$ cat config.mk
export PLATFORM = sky130hd
export DESIGN_NAME = seg7_scan_mux
export DESIGN_NICKNAME = d
export VERILOG_FILES = /design/src/rtl/seg7_pkg.sv /design/src/rtl/seg7_lzb.sv /design/src/rtl/seg7_scan_mux.sv
export SDC_FILE = /design/constraint.sdc
export NUM_CORES = 1
export LEC_CHECK = 0
export BUFFER_PORTS_ARGS = -buffer_cell sky130_fd_sc_hd__buf_4
export CAP_MARGIN = 5
export CORE_MARGIN = 3
export CORE_UTILIZATION = 54
export CTS_BUF_LIST = sky130_fd_sc_hd__clkbuf_8
export DETAILED_ROUTE_END_ITERATION = 8
export PLACE_DENSITY = 0.82
export SLEW_MARGIN = 0
export SYNTH_ARGS = -nofsm -noshare
export SYNTH_HDL_FRONTEND = slang
export SYNTH_SLANG_ARGS = --single-unit
export TNS_END_PERCENT = 20
$ cat constraint.sdc
create_clock -name scan_clk -period 2.3 [get_ports scan_clk]
set_input_delay 0.46 -clock scan_clk [delete_from_list [all_inputs] [get_ports scan_clk]]
set_output_delay 0.46 -clock scan_clk [all_outputs]
set_load 0.03 [all_outputs]
$ cat src/rtl/seg7_pkg.sv
// Shared definitions for the multiplexed seven-segment scanner:
// segment decode table and the idle (dark) output levels for each polarity.
package seg7_pkg;

    // Dark levels: *_LOW for active-low pins, *_HIGH for active-high pins
    localparam logic [6:0] SEG_OFF_LOW  = 7'h7F;
    localparam logic [6:0] SEG_OFF_HIGH = 7'h00;
    localparam logic       SEL_OFF_LOW  = 1'b1;
    localparam logic       SEL_OFF_HIGH = 1'b0;

    // Active-high {a,b,c,d,e,f,g}; b and d are drawn lowercase
    function automatic logic [6:0] hex_to_seg(input logic [3:0] nib);
        logic [6:0] pat;
        case (nib)
            4'h0:    pat = 7'b1111110;
            4'h1:    pat = 7'b0110000;
            4'h2:    pat = 7'b1101101;
            4'h3:    pat = 7'b1111001;
            4'h4:    pat = 7'b0110011;
            4'h5:    pat = 7'b1011011;
            4'h6:    pat = 7'b1011111;
            4'h7:    pat = 7'b1110000;
            4'h8:    pat = 7'b1111111;
            4'h9:    pat = 7'b1111011;
            4'hA:    pat = 7'b1110111;
            4'hB:    pat = 7'b0011111;
            4'hC:    pat = 7'b1001110;
            4'hD:    pat = 7'b0111101;
            4'hE:    pat = 7'b1001111;
            default: pat = 7'b1000111;
        endcase
        return pat;
    endfunction

endpackage

$ cat src/rtl/seg7_lzb.sv
// Leading-zero blanking mask: walks from the most significant digit down,
// blanking zeros until a non-zero digit or a lit decimal point is seen.
module seg7_lzb
    import seg7_pkg::*;
#(
    parameter int N_DIGITS = 4
) (
    input  logic                     en,
    input  logic [N_DIGITS-1:0][3:0] digits,
    input  logic [N_DIGITS-1:0]      dp,
    output logic [N_DIGITS-1:0]      blank
);

    always_comb begin
        logic zero_run;
        logic dp_seen;
        blank    = '0;
        zero_run = 1'b1;
        dp_seen  = 1'b0;
        for (int k = N_DIGITS - 1; k >= 0; k--) begin
            zero_run = zero_run && (digits[k] == 4'h0);
            dp_seen  = dp_seen || dp[k];
            // Digit 0 always shows, so a value of zero still reads "0"
            blank[k] = en && (k != 0) && zero_run && !dp_seen;
        end
    end

endmodule

$ cat src/rtl/seg7_scan_mux.sv
// N-digit multiplexed seven-segment driver with slot prescaler, frame-aligned
// shadow registers, leading-zero blanking, PWM dimming and a dead cycle per slot.
module seg7_scan_mux
    import seg7_pkg::*;
#(
    parameter int N_DIGITS       = 4,
    parameter int PRE_W          = 10,
    parameter int BRIGHT_W       = 3,
    parameter bit SEG_ACTIVE_LOW = 1,
    parameter bit SEL_ACTIVE_LOW = 1
) (
    input  logic                  scan_clk,
    input  logic                  rst_n,
    input  logic [4*N_DIGITS-1:0] digits_i,
    input  logic [N_DIGITS-1:0]   dp_i,
    input  logic [N_DIGITS-1:0]   blank_i,
    input  logic                  lzb_en,
    input  logic [BRIGHT_W-1:0]   brightness,
    input  logic                  load,
    output logic [6:0]            seg,
    output logic                  dp,
    output logic [N_DIGITS-1:0]   dig_sel,
    output logic                  frame_start
);

    localparam int                   IDX_W    = (N_DIGITS > 1) ? $clog2(N_DIGITS) : 1;
    localparam logic [IDX_W-1:0]     LAST_IDX = IDX_W'(N_DIGITS - 1);
    localparam logic [6:0]           SEG_OFF  = SEG_ACTIVE_LOW ? SEG_OFF_LOW : SEG_OFF_HIGH;
    localparam logic                 DP_OFF   = SEG_ACTIVE_LOW;
    localparam logic [N_DIGITS-1:0]  SEL_OFF  =
        {N_DIGITS{SEL_ACTIVE_LOW ? SEL_OFF_LOW : SEL_OFF_HIGH}};

    logic [PRE_W-1:0]          cnt;
    logic [IDX_W-1:0]          idx;
    logic                      slot_end;
    logic                      frame_end;

    logic [N_DIGITS-1:0][3:0]  pend_dig, act_dig;
    logic [N_DIGITS-1:0]       pend_dp, act_dp;
    logic [N_DIGITS-1:0]       pend_blank, act_blank;
    logic [N_DIGITS-1:0]       lzb_blank;

    logic [N_DIGITS-1:0]       cur_sel;
    logic [3:0]                cur_dig;
    logic                      cur_dp;
    logic                      cur_dark;
    logic                      pwm_on;
    logic                      lit;

    assign slot_end  = &cnt;
    assign frame_end = slot_end && (idx == LAST_IDX);

    always_ff @(posedge scan_clk or negedge rst_n) begin
        if (!rst_n) begin
            cnt <= '0;
            idx <= '0;
        end else begin
            cnt <= cnt + 1'b1;
            if (slot_end)
                idx <= (idx == LAST_IDX) ? '0 : idx + 1'b1;
        end
    end

    // Active set only changes on the frame boundary so a frame is never torn
    always_ff @(posedge scan_clk or negedge rst_n) begin
        if (!rst_n) begin
            pend_dig   <= '0;
            pend_dp    <= '0;
            pend_blank <= '0;
            act_dig    <= '0;
            act_dp     <= '0;
            act_blank  <= '0;
        end else begin
            if (load) begin
                pend_dig   <= digits_i;
                pend_dp    <= dp_i;
                pend_blank <= blank_i;
            end
            if (frame_end) begin
                act_dig   <= load ? digits_i : pend_dig;
                act_dp    <= load ? dp_i     : pend_dp;
                act_blank <= load ? blank_i  : pend_blank;
            end
        end
    end

    seg7_lzb #(.N_DIGITS(N_DIGITS)) u_lzb (
        .en     (lzb_en),
        .digits (act_dig),
        .dp     (act_dp),
        .blank  (lzb_blank)
    );

    // One-hot decode of idx doubles as the read mux select
    always_comb begin
        cur_sel  = '0;
        cur_dig  = 4'h0;
        cur_dp   = 1'b0;
        cur_dark = 1'b0;
        for (int k = 0; k < N_DIGITS; k++) begin
            cur_sel[k] = (idx == IDX_W'(k));
            if (cur_sel[k]) begin
                cur_dig  = act_dig[k];
                cur_dp   = act_dp[k];
                cur_dark = act_blank[k] || lzb_blank[k];
            end
        end
    end

    assign pwm_on = (brightness == '1) || (cnt[PRE_W-1 -: BRIGHT_W] < brightness);
    // cnt==0 is the anti-ghost gap between digits
    assign lit    = (cnt != '0) && pwm_on && !cur_dark;

    always_ff @(posedge scan_clk or negedge rst_n) begin
        if (!rst_n) begin
            seg         <= SEG_OFF;
            dp          <= DP_OFF;
            dig_sel     <= SEL_OFF;
            frame_start <= 1'b0;
        end else begin
            frame_start <= frame_end;
            if (lit) begin
                seg     <= SEG_ACTIVE_LOW ? ~hex_to_seg(cur_dig) : hex_to_seg(cur_dig);
                dp      <= SEG_ACTIVE_LOW ? ~cur_dp : cur_dp;
                dig_sel <= SEL_ACTIVE_LOW ? ~cur_sel : cur_sel;
            end else begin
                seg     <= SEG_OFF;
                dp      <= DP_OFF;
                dig_sel <= SEL_OFF;
            end
        end
    end

endmodule
* Word-level counts from Yosys, hierarchy flattened
Memories as Yosys holds them, arrays and structs flattened.
Cells that the tools add are included.
** Storage, ports and cells
- Word-level logic and storage cells :: 76
- Memories kept :: 1
- Output and inout port bits :: 13
- ROM bits :: 112
- Register bits :: 73
- Input bits :: 31
** Memories
- (name not given) :: depth 16, bits a word 7, read ports 1, clocked after memory_dff 0, write ports 0, line seg7_pkg.sv:14 : case (nib)
** Operators by class
- Eq/ne operators :: 4
- Order comparisons :: 1
- Bitwise gates (word level) :: 3
- Add/subtract/negate cells :: 2
- Multiplexer cells :: 20
- Reductions and logical operators :: 27
** Operator list (number)
- $mux 4 :: 7
- $mux 16 :: 1
- $mux 7 :: 2
- $logic_not 4->1 :: 3
- $logic_and 1x1->1 :: 11
- $add 10x1->10 const B :: 1
- $reduce_and 10->1 :: 1
- $reduce_bool 10->1 :: 1
- $mux 1 :: 9
- $not 7->7 :: 1
- $logic_or 1x1->1 :: 6
- $eq 2x2->1 const B :: 2
- $logic_not 1->1 :: 4
- $not 4->4 :: 1
- $eq 3x3->1 const B :: 1
- $lt 3x3->1 :: 1
- $add 2x1->2 const B :: 1
- $eq 2x1->1 const B :: 1
- $logic_not 2->1 :: 1
- $mux 2 :: 1
- $not 1->1 :: 1

* Depth between registers and ports, before layout
Gate-level depths: netlist of the first run.
- Word-level depth :: 14
- Depth in mapped cells :: 11
- Mapped depth without buffers :: 10

* Cells and area by module
From an unflattened synthesis of the first run, not the netlist that was laid out.
** Unflattened totals
- Cell total of the unflattened synthesis :: 274
- Area, all modules :: 3457.1 µm²
** Modules (own cells, without submodules)
- seg7_scan_mux :: sequential area each 1841.8 µm², cells an instance 262, area each 3384.5 µm², instances 1
- seg7_lzb :: sequential area each 0.0 µm², cells an instance 12, area each 72.6 µm², instances 1

* Worst setup path before layout of the first run
Ideal clock, no wire load.
- Path kind :: register to register
- Start point :: register idx[0]
- End point :: register seg[3]
- Period minus slack after synthesis :: 2383 ps
- Cell stages (with the launch flop) :: 11
- Setup slack :: -83 ps
- Buffers on the path :: 1
- Required time :: 2236 ps
- Setup time :: 64 ps
- Arrival :: 2320 ps
- Path through :: dfrtp_1 > inv_1 > ha_1 > buf_4 > nor3b_1 > a221oi_1 > inv_1 > ha_1 > mux2i_1 > mux2_2 > nand3_1
** Between the ends
- Word-level cells in the longest chain between the ends :: 9
- Elaborated cells between the ends (all ways) :: 18
- Classes of those cells :: 3 x eq/ne; 10 x mux; 1 x bitwise; 3 x reduce/logical; 1 x memory
** Ends and longest elaborated chain
- start: declaration :: line seg7_scan_mux.sv:34 : logic [IDX_W-1:0] idx;
- start signal: assignment :: line seg7_scan_mux.sv:60 : idx <= (idx == LAST_IDX) ? '0 : idx + 1'b1;
- $logic_not 2->1 :: line seg7_scan_mux.sv:101 : cur_sel[k] = (idx == IDX_W'(k));
- $mux 4 (4 in a row) :: line seg7_scan_mux.sv:102 : if (cur_sel[k]) begin
- $mem_v2 16x7
- $mux 7 :: line seg7_scan_mux.sv:122 : if (lit) begin
- $not 7->7 :: line seg7_scan_mux.sv:123 : seg <= SEG_ACTIVE_LOW ? ~hex_to_seg(cur_dig) : hex_to_seg(cur_dig);
- $mux 7 (*) :: line seg7_scan_mux.sv:122
- end signal: assignment :: line seg7_scan_mux.sv:123
- end: declaration :: line seg7_scan_mux.sv:20 : output logic [6:0] seg,
Mark *: on every way between the ends. The rest lies on a longest branch, timed or not. The select of a mux whose other input is x is not followed.
A chain may end at the register's enable or synchronous reset.

* Final worst setup path of the first run
- Start point :: register idx[0]
- End point :: register seg[6]
Same word-level chain as after synthesis.

==> results of run 1 <==
==> power breakdown <==
part           switching, mW  leakage, nW  internal [mW]  total, mW
logic                 0.0816        0.874         0.0862      0.168
registers             0.0118        0.909           1.33       1.35
clock network          0.458        0.105          0.524      0.982
==> cell type report <==
type	instances	area, µm²
Multi-Input combinational cell	162	1500
Inverter	12	45.0
Clock inverter	6	58.8
Tap cell	75	93.8
Timing Repair Buffer	54	418
Sequential cell	73	1840
Clock buffer	10	138
Fill cell	455	1960
==> worst max-delay path: cells and delay by family (launching register included) <==
family	cells	cell delay [ns]
AO/OA/AOI/OAI	3	0.42
adder cells (fa/ha/maj)	1	0.27
buffers and inverters	3	0.54
flip-flops	1	0.42
AND/OR/NAND/NOR	2	0.55
==> flip-flops by register name (all words and copies together) (netlist names) <==
signal and flops:
act_blank 4, pend_dig 16, seg 7, act_dp 4, pend_blank 4, pend_dp 4, cnt 10, act_dig 16
dig_sel 4, dp 1, idx 2, frame_start 1
==> cells in the final DEF (no fill, tap or decap), drive strengths merged <==
cell and n:
dfrtp 61, buf 54, mux2 51, nand3 15
inv 15, ha 14, dfstp 12, nand2 11
clkbuf 10, a211oi 6, nand3b 5, xnor2 5
and3 5, o21ai 4, nor2 4, nor4 4
mux2i 4, xor2 4, a21oi 4, nand2b 3
nor3b 3, o2111ai 3, a221oi 3, nor2b 2
o221ai 2, o311a 1, a311oi 1, nand4b 1
or4 1, o32ai 1, a32oi 1, o22a 1
or2 1, and2 1, or3b 1, clkinv 1
bufinv 1, clkinvlp 1
==> kinds of logic (layout without fill, tap and decap cells) <==
| logic type | Yosys count | after routing |
|---|---|---|
| AO/OA/AOI/OAI | 27 | 27 |
| multiplexers | 55 | 55 |
| buffers and inverters | 26 | 82 |
| adder cells (fa/ha/maj) | 14 | 14 |
| XOR/XNOR | 9 | 9 |
| flip-flops | 73 | 73 |
| AND/OR/NAND/NOR | 57 | 57 |
==> how the worst max path moves through the flow <==
stage                     endpoint  cells after the start
after floorplan             seg[6]                     10
after global placement      seg[1]                     10
after detailed placement    seg[1]                     10
after CTS                   seg[6]                      9
after global routing        seg[1]                     10
final                       seg[6]                      9
==> stage by stage <==
step / power, mW / hold WS (ns) / util
after detailed placement: 1.54 / 0.476 / 0.640
after floorplan: 1.45 / 0.164 / -
after CTS: 2.53 / 0.114 / 0.673
final: 2.50 / 0.104 / 0.676
after global routing: 2.61 / 0.130 / 0.676
after global placement: 1.53 / 0.476 / 0.640
==> per-layer routing <==
metal,track usage,wire length (µm)
met1,0.248,2880
met2,0.291,2940
met3,0.0447,334
met4,0.0921,104
met5,0,0
==> timing repair <==
action / 4_1_cts / 5_1_grt
gates resized for setup: 2 / 4
pin swaps: 0 / 1
endpoints found under the setup margin: 2 / 11
hold buffers: 0 / 0
==> metrics.md, run 1 <==
| Metric | Value |
|---|---|
| CTS H-tree depth | `3` |
| Remaining Overflow, GRT | `0` |
| Slowest CP cell | `or3b_2` |
| Max-slew violations | `0` |
| Number of enable flip-flop cells after synthesis | `0` |
| Placed cell areas | `slightly below 0.004 mm²` |
| Clock tree buffer depth | `2` |
| Critical path's largest stage delay | `0.45 ns` |
| Slew @ Worst Pin | `0.494 ns` |
| Count leader, synth | `dfrtp_1` |
| Post-Syn Instances | `261` |
| Worst rel slew slack | `0.671` |
| Leak Pwr | `1.89 nW` |
| Worst Skew | `just over 0.009 ns` |
| CTS root buf | `clkbuf_8` |
| Final setup viols | `0` |
| Placed cell count | `376` |
| Clk Latency, worst-skew pair | `about 0.35 ns` |
| Drt pass-1 iters | `4` |
| WL/cell | `16.0 µm` |
| DR iter-0 viols | `118` |
| Via/cell ratio | `5.58` |
| Post-Syn Area per Cell | `between 10 and 15 µm²` |
| Final min period | `2.29 ns` |
| Area grow syn2layout | `17.8%` |
| CTS tree | `built` |
| Critical R2R Launch | `idx[0]` |
| Crit path arrival time | `2.54 ns` |
| Reg-to-Reg End | `seg[6]` |
| Critical Path Sink Type | `register` |
| Worst slack at placement | `-0.00606 ns` |
| Largest net degree at the start of global routing | `74` |
| I/O Buffers | `43` |
| Max rail drop VDD | `0.358 mV` |
| Netlist area before placement | `about 0.0035 mm²` |
| Library cells used by synthesis | `41` |
| Synth Area in Adders | `0.0504` |
| Fmax | `0.437 GHz` |
| # Max-Cap Violations | `0` |
| Vias | `around 2200` |
| Mux contribution to synthesized area | `0.197` |
| Post-synth net total | `306` |
| Ys flop type | `dfrtp_1` |
| RSZ-0062 raised after global routing | `true` |
| Seq/Total Area, Yosys | `0.530` |
| XOR/XNOR Fraction of Synth Area | `0.0227` |
| CTS buffer count | `9` |
| Reg2Reg Depth | `9` |
| Design Area, Final | `between 0.004 and 0.005 mm²` |
| CTS clk-pin slew, worst paths | `approximately 0.070 ns` |
| Largest cells by area after synthesis | `dfrtp_1, mux2_2, dfstp_2` |
| Critical-path cell list | `inv_1 -> ha_2 -> buf_4 -> a211oi_1 -> a221oi_1 -> buf_4 -> or3b_2 -> o221ai_1 -> nand3_1` |
| Hold Path Class | `input pin to async pin` |
| DP HPWL | `between 4 and 5 mm` |
| Post-CTS setup buffers | `0` |
| WP data required | `2.55 ns` |
| Starting Density | `0.574` |
| Vias in the first global route | `approximately 2300` |
| Core Rows | `28` |
| Outcome | `complete, no violations` |
| Area share of the largest cell type after synthesis | `0.439` |
| Diodes inserted | `0` |
| Die height | `86.2 µm` |
| Power density over the cells | `609 mW/mm²` |
| Die X | `between 80 and 90 µm` |
| Simple-gate share of the synthesized area | `0.0946` |
| Detail Route Antenna Nets | `0` |
| Drt total wl | `6.26 mm` |
| Worst Path Class, Setup | `register to register` |
| Setup TNS | `0 ns` |
| Finished Layout Cells | `392` |
| I/O Pins | `44` |
| First-pass GRT wire length | `10.8 mm` |
| Layout cells sized above 1 | `0.454` |
| Element type at the critical path start | `register` |
| Nets | `around 360` |
| GP Congestion | `0.846` |
| R2r setup slk | `0.01 ns` |
| Tcrit/Tclk final | `0.995` |
| Ys async rst share | `1.00` |
| Most frequent cell on the critical path | `buf_4` |
| Die area | `0.00744 mm²` |
| YS warnings | `0` |
| Largest family of logic cells by synthesized area | `multiplexers` |
| Worst-path maximum fanout | `12` |
| Core area | `about 0.0061 mm²` |
| Final hold violations | `0` |
| Initial antenna violation count | `0` |
| Post-route DRC | `0` |
| Complex-gate fraction of the synthesized area | `0.0594` |
| CTS sink cnt | `73` |
| Worst setup path startpoint | `idx[0]` |
| Commonest cells in the synthesized netlist | `dfrtp_1, mux2_2, mux2_4, nand3_1, ha_1` |
| Worst setup margin | `0.0116 ns` |
| Post-synth top area cell | `dfrtp_1` |
| Tot GR Track Use | `0.187` |
| FF+latch count, synth | `73` |
(Power assumes the default switching activity.)
==> run 2: changes to the inputs <==
--- a/config.mk
+++ b/config.mk
@@ -8,10 +8,10 @@
 export BUFFER_PORTS_ARGS = -buffer_cell sky130_fd_sc_hd__buf_4
 export CAP_MARGIN = 5
 export CORE_MARGIN = 3
-export CORE_UTILIZATION = 54
-export CTS_BUF_LIST = sky130_fd_sc_hd__clkbuf_8
+export CORE_UTILIZATION = 50
 export DETAILED_ROUTE_END_ITERATION = 8
-export PLACE_DENSITY = 0.82
+export PLACE_DENSITY = 0.77
+export SETUP_SLACK_MARGIN = 0.15
 export SLEW_MARGIN = 0
 export SYNTH_ARGS = -nofsm -noshare
 export SYNTH_HDL_FRONTEND = slang
==> run 2 against run 1 <==
  * Flip-flop and latch count did not move
  * Global-route usage fell by 0.67 points
  * Utilization fell by 1.2 points
  * Maximum frequency rose by 3.2%
  * Clock power rose by 21%
  * Critical path depth did not move
  * Largest cell class unchanged
  * Count of clock-buffer cells in the layout did not move
  * Worst hold slack got worse by 0.070 ns
  * Register-to-register slack improved by 0.07 ns
==> metrics.md, run 2 (synthesized netlist as in run 1, its figures left out) <==
| Metric | Value |
|---|---|
| Outcome | `complete, no violations (unchanged)` |
| CTS sink cnt | `73 (unchanged)` |
| DR iter-0 viols | `66 (was 118)` |
| Remaining Overflow, GRT | `0 (unchanged)` |
| RSZ-0062 raised after global routing | `true (unchanged)` |
| Fmax | `0.451 GHz (was 0.437 GHz)` |
| GP Congestion | `0.837 (was 0.846)` |
| Via/cell ratio | `5.50 (was 5.58)` |
| Power Total | `2.70 mW (was 2.50 mW)` |
| WL/cell | `16.4 µm (was 16.0 µm)` |
| Diodes inserted | `0 (unchanged)` |
| Layout cells sized above 1 | `0.511 (was 0.454)` |
| Worst rel slew slack | `0.629 (was 0.671)` |
| Most frequent cells in the layout | `buf_4, dfrtp_1, mux2_2 (was dfrtp_1, buf_4, mux2_2)` |
| CP bufs+invs | `3 (unchanged)` |
| Max rail drop VDD | `0.323 mV (was 0.358 mV)` |
| CTS tree | `built (unchanged)` |
| DP HPWL | `4.33 mm (was 4.31 mm)` |
| Hold-fix buffers, CTS | `0 (unchanged)` |
| Finished Layout Cells | `408 (was 392)` |
| Clock network power share | `0.441 (was 0.394)` |
| R2r setup slk | `0.08 ns (was 0.01 ns)` |
| Delay-heaviest family, CP | `simple AND/OR/NAND/NOR gates (unchanged)` |
| Element type at the critical path start | `register (unchanged)` |
| I/O Buffers | `43 (unchanged)` |
| Clk Latency, worst-skew pair | `0.35 ns (about the same)` |
| Worst slack at placement | `-0.0243 ns (was -0.00606 ns)` |
| Final min period | `2.22 ns (was 2.29 ns)` |
| Die area | `0.00799 mm² (was 0.00744 mm²)` |
| Placed cell count | `375 (was 376)` |
| Critical path's largest stage delay | `0.43 ns (was 0.45 ns)` |
| Most frequent cell on the critical path | `buf_4 (unchanged)` |
| Sequential share of power | `0.498 (was 0.539)` |
| Nets | `371 (was 357)` |
| Cell-internal power | `2.14 mW (was 1.94 mW)` |
| Tot GR Track Use | `0.181 (was 0.187)` |
| Die height | `89.4 µm (was 86.2 µm)` |
| Core Rows | `29 (was 28)` |
| Reg-to-Reg End | `seg[6] (unchanged)` |
| Initial antenna violation count | `0 (unchanged)` |
| Area grow syn2layout | `24.6% (was 17.8%)` |
| Worst setup margin | `0.0815 ns (was 0.0116 ns)` |
| First-pass GRT wire length | `10.9 mm (was 10.8 mm)` |
| Sw frac | `0.209 (was 0.221)` |
| Tcrit/Tclk final | `0.965 (was 0.995)` |
| Critical-path cell list | `buf_4 -> ha_4 -> buf_1 -> a211oi_1 -> a221oi_2 -> buf_4 -> or3b_2 -> o221ai_1 -> nand3_1 (was inv_1 -> ha_2 -> buf_4 -> a211oi_1 -> a221oi_1 -> buf_4 -> or3b_2 -> o221ai_1 -> nand3_1)` |
| Final hold violations | `0 (unchanged)` |
| Largest registers | `act_dig: 16 flops, pend_dig: 16 flops, cnt: 10 flops (unchanged)` |
| CTS root buf | `clkbuf_8 (unchanged)` |
| Max-slew violations | `0 (unchanged)` |
| Worst Skew | `0.00947 ns (was 0.00913 ns)` |
| Reg2Reg Depth | `9 (unchanged)` |
| Sw Pwr | `0.565 mW (was 0.552 mW)` |
| # Max-Cap Violations | `0 (unchanged)` |
| Comb pwr share | `0.062 (was 0.067)` |
| Final core utilization | `0.664 (was 0.676)` |
| Clock tree buffer depth | `2 (unchanged)` |
| Commonest non-fill, non-tap cell in the layout | `buf_4 (was dfrtp_1)` |
| Final setup viols | `0 (unchanged)` |
| Hold Path Class | `input pin to async pin (unchanged)` |
| I/O Pins | `44 (unchanged)` |
| Hold slack | `0.0337 ns (was 0.104 ns)` |
| Vias in the first global route | `2217 (was 2264)` |
| CTS clk-pin slew, worst paths | `0.08 ns (was 0.07 ns)` |
| Drt total wl | `6.70 mm (was 6.26 mm)` |
| Largest net degree at the start of global routing | `45 (was 74)` |
| CTS buffer count | `9 (unchanged)` |
| Slew @ Worst Pin | `0.557 ns (was 0.494 ns)` |
| Critical R2R Launch | `idx[1] (was idx[0])` |
| Detail Route Antenna Nets | `0 (unchanged)` |
| CTS H-tree depth | `3 (unchanged)` |
| Crit path arrival time | `2.46 ns (was 2.54 ns)` |
| Drt pass-1 iters | `4 (unchanged)` |
| Power density over the cells | `623 mW/mm² (was 609 mW/mm²)` |
| Worst-path maximum fanout | `6 (was 12)` |
| WP data required | `2.54 ns (was 2.55 ns)` |
| Vias | `2243 (was 2189)` |
| Worst Path Class, Setup | `register to register (unchanged)` |
| Slowest CP cell | `or3b_2 (unchanged)` |
| Critical Path Sink Type | `register (unchanged)` |
| Die X | `89.4 µm (was 86.2 µm)` |
| Leak Pwr | `1.98 nW (was 1.89 nW)` |
| Starting Density | `0.532 (was 0.574)` |
| Post-route DRC | `0 (unchanged)` |
| Core area | `0.00653 mm² (was 0.00606 mm²)` |
run 2: power by group through the flow:
stage               combinational (mW)  clock, mW  sequential [mW]
floorplan                       0.0703          0             1.38
global placement                 0.167          0             1.37
detailed placement               0.170          0             1.37
CTS                              0.171       1.20             1.34
global route                     0.186       1.28             1.35
finish                           0.167       1.19             1.34
run 2: worst max-delay path by stage:
stage               cells after the start     end  slack, ns  startpoint
floorplan                               9  seg[6]       0.14      idx[0]
global placement                        7  seg[1]       0.04      idx[1]
detailed placement                      9  seg[3]      -0.02      idx[1]
CTS                                     9  seg[0]       0.13      idx[1]
global route                           10  seg[3]      -0.02      idx[1]
finish                                  9  seg[6]       0.08      idx[1]
run 2: stage by stage:
stage	TNS [ns]	instance area, µm²
floorplan	0	3520
global placement	0	3880
detailed placement	-0.0383	3880
CTS	0	4250
global route	-0.0232	4330
finish	0	4330
run 2: cell type report:
class                      instances  area, µm²
multi-input combinational        162       1590
clock inverter                     6        108
timing repair buffer              68        517
clock buffer                      10        128
tap                               77       96.3
fill                             472       2200
sequential                        73       1840
inverter                          12       47.5
run 2: metal layers:
metal | vias to the layer above | global-route usage | wire, µm | share of wire
li1 | 1062 | - | - | -
met1 | 1110 | 0.248 | 3060 | 0.46
met2 | 58 | 0.277 | 3230 | 0.48
met3 | 13 | 0.0378 | 274 | 0.041
met4 | 0 | 0.0785 | 131 | 0.020
met5 | - | 0 | 0 | 0
run 2: timing repair:
action	in CTS	in global routing
endpoints found under the setup margin	11	11
setup buffers	7	10
resized for setup	15	4
pin swaps	2	4
==> run 3: changes to the inputs <==
--- a/config.mk
+++ b/config.mk
@@ -9,11 +9,13 @@
 export CAP_MARGIN = 5
 export CORE_MARGIN = 3
 export CORE_UTILIZATION = 50
+export CTS_CLUSTER_DIAMETER = 100
 export DETAILED_ROUTE_END_ITERATION = 8
 export PLACE_DENSITY = 0.77
 export SETUP_SLACK_MARGIN = 0.15
 export SLEW_MARGIN = 0
 export SYNTH_ARGS = -nofsm -noshare
 export SYNTH_HDL_FRONTEND = slang
+export SYNTH_HIERARCHICAL = 1
 export SYNTH_SLANG_ARGS = --single-unit
 export TNS_END_PERCENT = 20
==> run 3 against run 2 <==
  * Flip-flop and latch count stayed put
  * Global-route usage about the same
  * Maximum frequency is 7.4% higher
  * Power is 7.6% lower
  * Via count up 0.40%
  * Critical path depth grew 1
  * Area after synthesis is 0.58% lower
  * Critical path type unchanged
  * Largest cell class unchanged
==> metrics.md, run 3 <==
| Metric | Value |
|---|---|
| Die area | `0.00795 mm² (was 0.00799 mm²)` |
| Commonest cells in the synthesized netlist | `dfrtp_1, mux2_2, nand2_1, mux2_4, ha_1 (was dfrtp_1, mux2_2, mux2_4, nand3_1, ha_1)` |
| YS warnings | `6 (was 0)` |
| CTS buffer count | `9 (unchanged)` |
| Final min period | `2.06 ns (was 2.22 ns)` |
| Placed cell count | `388 (was 375)` |
| Vias in the first global route | `2265 (was 2217)` |
| Seq/Total Area, Yosys | `0.533 (was 0.530)` |
| Detail Route Antenna Nets | `0 (unchanged)` |
| Clk Latency, worst-skew pair | `0.35 ns (about the same)` |
| Critical path's largest stage delay | `0.42 ns (was 0.43 ns)` |
| Worst Path Class, Setup | `register to register (unchanged)` |
| Fmax | `0.484 GHz (was 0.451 GHz)` |
| Die X | `89.2 µm (was 89.4 µm)` |
| Worst-path maximum fanout | `5 (was 6)` |
| Outcome | `complete, no violations (unchanged)` |
| Ys async rst share | `1.00 (unchanged)` |
| Setup TNS | `0 ns (unchanged)` |
| RSZ-0062 raised after global routing | `true (unchanged)` |
| Core Rows | `29 (unchanged)` |
| Largest net degree at the start of global routing | `74 (was 45)` |
| DP HPWL | `4.54 mm (was 4.33 mm)` |
| Leak Pwr | `1.86 nW (was 1.98 nW)` |
| Element type at the critical path start | `register (unchanged)` |
| I/O Buffers | `43 (unchanged)` |
| Starting Density | `0.529 (was 0.532)` |
| Delay-heaviest family, CP | `compound AO/OA/AOI/OAI gates (was simple AND/OR/NAND/NOR gates)` |
| Netlist area before placement | `0.00346 mm² (was 0.00348 mm²)` |
| Finished Layout Cells | `404 (was 408)` |
| Most frequent cells in the layout | `dfrtp_1, buf_4, mux2_2 (was buf_4, dfrtp_1, mux2_2)` |
| Vias | `2252 (was 2243)` |
| Via/cell ratio | `5.57 (was 5.50)` |
| Post-synth top area cell | `dfrtp_1 (unchanged)` |
| Max rail drop VDD | `0.474 mV (was 0.323 mV)` |
| FF+latch count, synth | `73 (unchanged)` |
| Drt pass-1 iters | `4 (unchanged)` |
| Core area | `0.00653 mm² (unchanged)` |
| Hold-fix buffers, CTS | `0 (unchanged)` |
| Die height | `89.2 µm (was 89.4 µm)` |
| Power density over the cells | `611 mW/mm² (was 623 mW/mm²)` |
| Final setup viols | `0 (unchanged)` |
| Largest cells by area after synthesis | `dfrtp_1, mux2_2, dfstp_2 (unchanged)` |
| Diodes inserted | `0 (unchanged)` |
| Worst Skew | `0.0116 ns (was 0.00947 ns)` |
| WP data required | `2.58 ns (was 2.54 ns)` |
| Initial antenna violation count | `0 (unchanged)` |
| Hold Path Class | `input pin to async pin (unchanged)` |
| Clock tree buffer depth | `2 (unchanged)` |
| # Max-Cap Violations | `0 (unchanged)` |
| CP bufs+invs | `2 (was 3)` |
| Count leader, synth | `dfrtp_1 (unchanged)` |
| WL/cell | `16.3 µm (was 16.4 µm)` |
| Post-Syn Instances | `274 (was 261)` |
| I/O Pins | `44 (unchanged)` |
| CTS sink cnt | `73 (unchanged)` |
| Area share of the largest cell type after synthesis | `0.442 (was 0.439)` |
| Post-route DRC | `0 (unchanged)` |
| DR iter-0 viols | `89 (was 66)` |
| Final hold violations | `0 (unchanged)` |
| Crit path arrival time | `2.34 ns (was 2.46 ns)` |
| Post-synth net total | `319 (was 306)` |
| CTS clk-pin slew, worst paths | `0.07 ns (was 0.08 ns)` |
| Area grow syn2layout | `18.1% (was 24.6%)` |
| CTS H-tree depth | `3 (unchanged)` |
| R2r setup slk | `0.24 ns (was 0.08 ns)` |
| Layout cells sized above 1 | `0.440 (was 0.511)` |
| Worst rel slew slack | `0.424 (was 0.629)` |
| First-pass GRT wire length | `10.8 mm (was 10.9 mm)` |
| GP Congestion | `0.829 (was 0.837)` |
| Library cells used by synthesis | `49 (was 41)` |
| Drt total wl | `6.57 mm (was 6.70 mm)` |
| Post-Syn Area per Cell | `12.6 µm² (was 13.3 µm²)` |
| Max-slew violations | `0 (unchanged)` |
| Remaining Overflow, GRT | `0 (unchanged)` |
| Critical Path Sink Type | `register (unchanged)` |
| Critical-path cell list | `inv_2 -> ha_2 -> nand2b_4 -> o22ai_2 -> a31oi_1 -> buf_4 -> ha_1 -> nand3_1 -> a21oi_1 -> a311o_1 (was buf_4 -> ha_4 -> buf_1 -> a211oi_1 -> a221oi_2 -> buf_4 -> or3b_2 -> o221ai_1 -> nand3_1)` |
| Slowest CP cell | `dfrtp_1 (was or3b_2)` |
| Ys flop type | `dfrtp_1 (unchanged)` |
| CTS root buf | `clkbuf_8 (unchanged)` |
| Slew @ Worst Pin | `0.865 ns (was 0.557 ns)` |
| # fillers | `525 (was 472)` |
| Nets | `369 (was 371)` |
| Commonest non-fill, non-tap cell in the layout | `dfrtp_1 (was buf_4)` |
| Tcrit/Tclk final | `0.898 (was 0.965)` |
| Number of enable flip-flop cells after synthesis | `0 (unchanged)` |
| Largest registers | `act_dig: 16 flops, pend_dig: 16 flops, cnt: 10 flops (unchanged)` |
| CTS tree | `built (unchanged)` |
| Tot GR Track Use | `0.181 (about the same)` |
run 3: path summary, 6_finish.rpt:
| path | start | end | cells past startpoint |
|---|---|---|---|
| max | idx[0] | seg[1] | 10 |
| min | rst_n | pend_dp[3] | 1 |
| max reg2reg | idx[0] | seg[1] | 10 |
| min reg2reg | cnt[4] | cnt[4] | 1 |
| max in group asynchronous | rst_n | cnt[7] | 1 |
| min in group scan_clk | digits_i[2] | pend_dig[2] | 2 |
run 3: cell families (layout without fill, tap and decap cells):
logic type | count (synthesis) | in the layout | share of synthesized area
AOI/OAI and AO/OA | 37 | 38 | 0.0699
other | 1 | 1 | 0.00108
muxes | 49 | 49 | 0.180
adders and majority gates | 14 | 14 | 0.0507
xor gates and xnor gates | 8 | 8 | 0.0203
buffers and inverters | 21 | 73 | 0.0366
and+or+nand+nor | 71 | 71 | 0.109
DFF | 73 | 73 | 0.533
run 3: through the flow:
stage | util | total power [mW] | setup WS (ns) | hold slack [ns] | area, µm²
CTS | 0.614 | 2.52 | 0.161 | 0.248 | 4010
floorplan | - | 1.47 | 0.153 | 0.164 | 3460
global route | 0.625 | 2.59 | 0.135 | 0.287 | 4080
global placement | 0.586 | 1.55 | 0.182 | 0.475 | 3820
detailed placement | 0.586 | 1.56 | 0.130 | 0.486 | 3820
finish | 0.625 | 2.49 | 0.235 | 0.231 | 4080
run 3: power by group:
| part | internal (mW) | leakage (nW) | switching [mW] |
|---|---|---|---|
| Combinational | 0.0926 | 0.861 | 0.0942 |
| Clock | 0.488 | 0.0872 | 0.470 |
| Sequential | 1.34 | 0.910 | 0.0118 |
| Total | 1.92 | 1.86 | 0.576 |
run 3: cell type report:
type	instances	area (µm²)	area share
Multi-Input combinational cell	181	1560	0.381
Inverter	10	37.5	0.00920
Clock buffer	9	124	0.0303
Sequential cell	73	1840	0.451
Clock inverter	5	58.8	0.0144
Timing Repair Buffer	49	368	0.0901
Tap cell	77	96.3	0.0236
run 3: timing repair:
action                     CTS  global route
gates resized for setup      1            17
pin swaps                    0             2
hold endpoints to repair     0             0
setup buffers                0             1
cloned                       0             1
setup endpoints to repair    1            11
run 3: routing by layer:
layer	wire length (µm)	vias up	part of all wire	GRT usage
met5	0	-	0	0
met4	182	0	0.028	0.0893
met3	279	20	0.042	0.0442
met2	3070	54	0.47	0.287
met1	3040	1113	0.46	0.231
li1	-	1065	-	-
run 3: worst reg2reg max path: stages (launching register included):
cell and delay, ns:
dfrtp_1 0.42, inv_2 0.10, ha_2 0.25, nand2b_4 0.09
o22ai_2 0.14, a31oi_1 0.08, buf_4 0.17, ha_1 0.24
nand3_1 0.10, a21oi_1 0.08, a311o_1 0.33
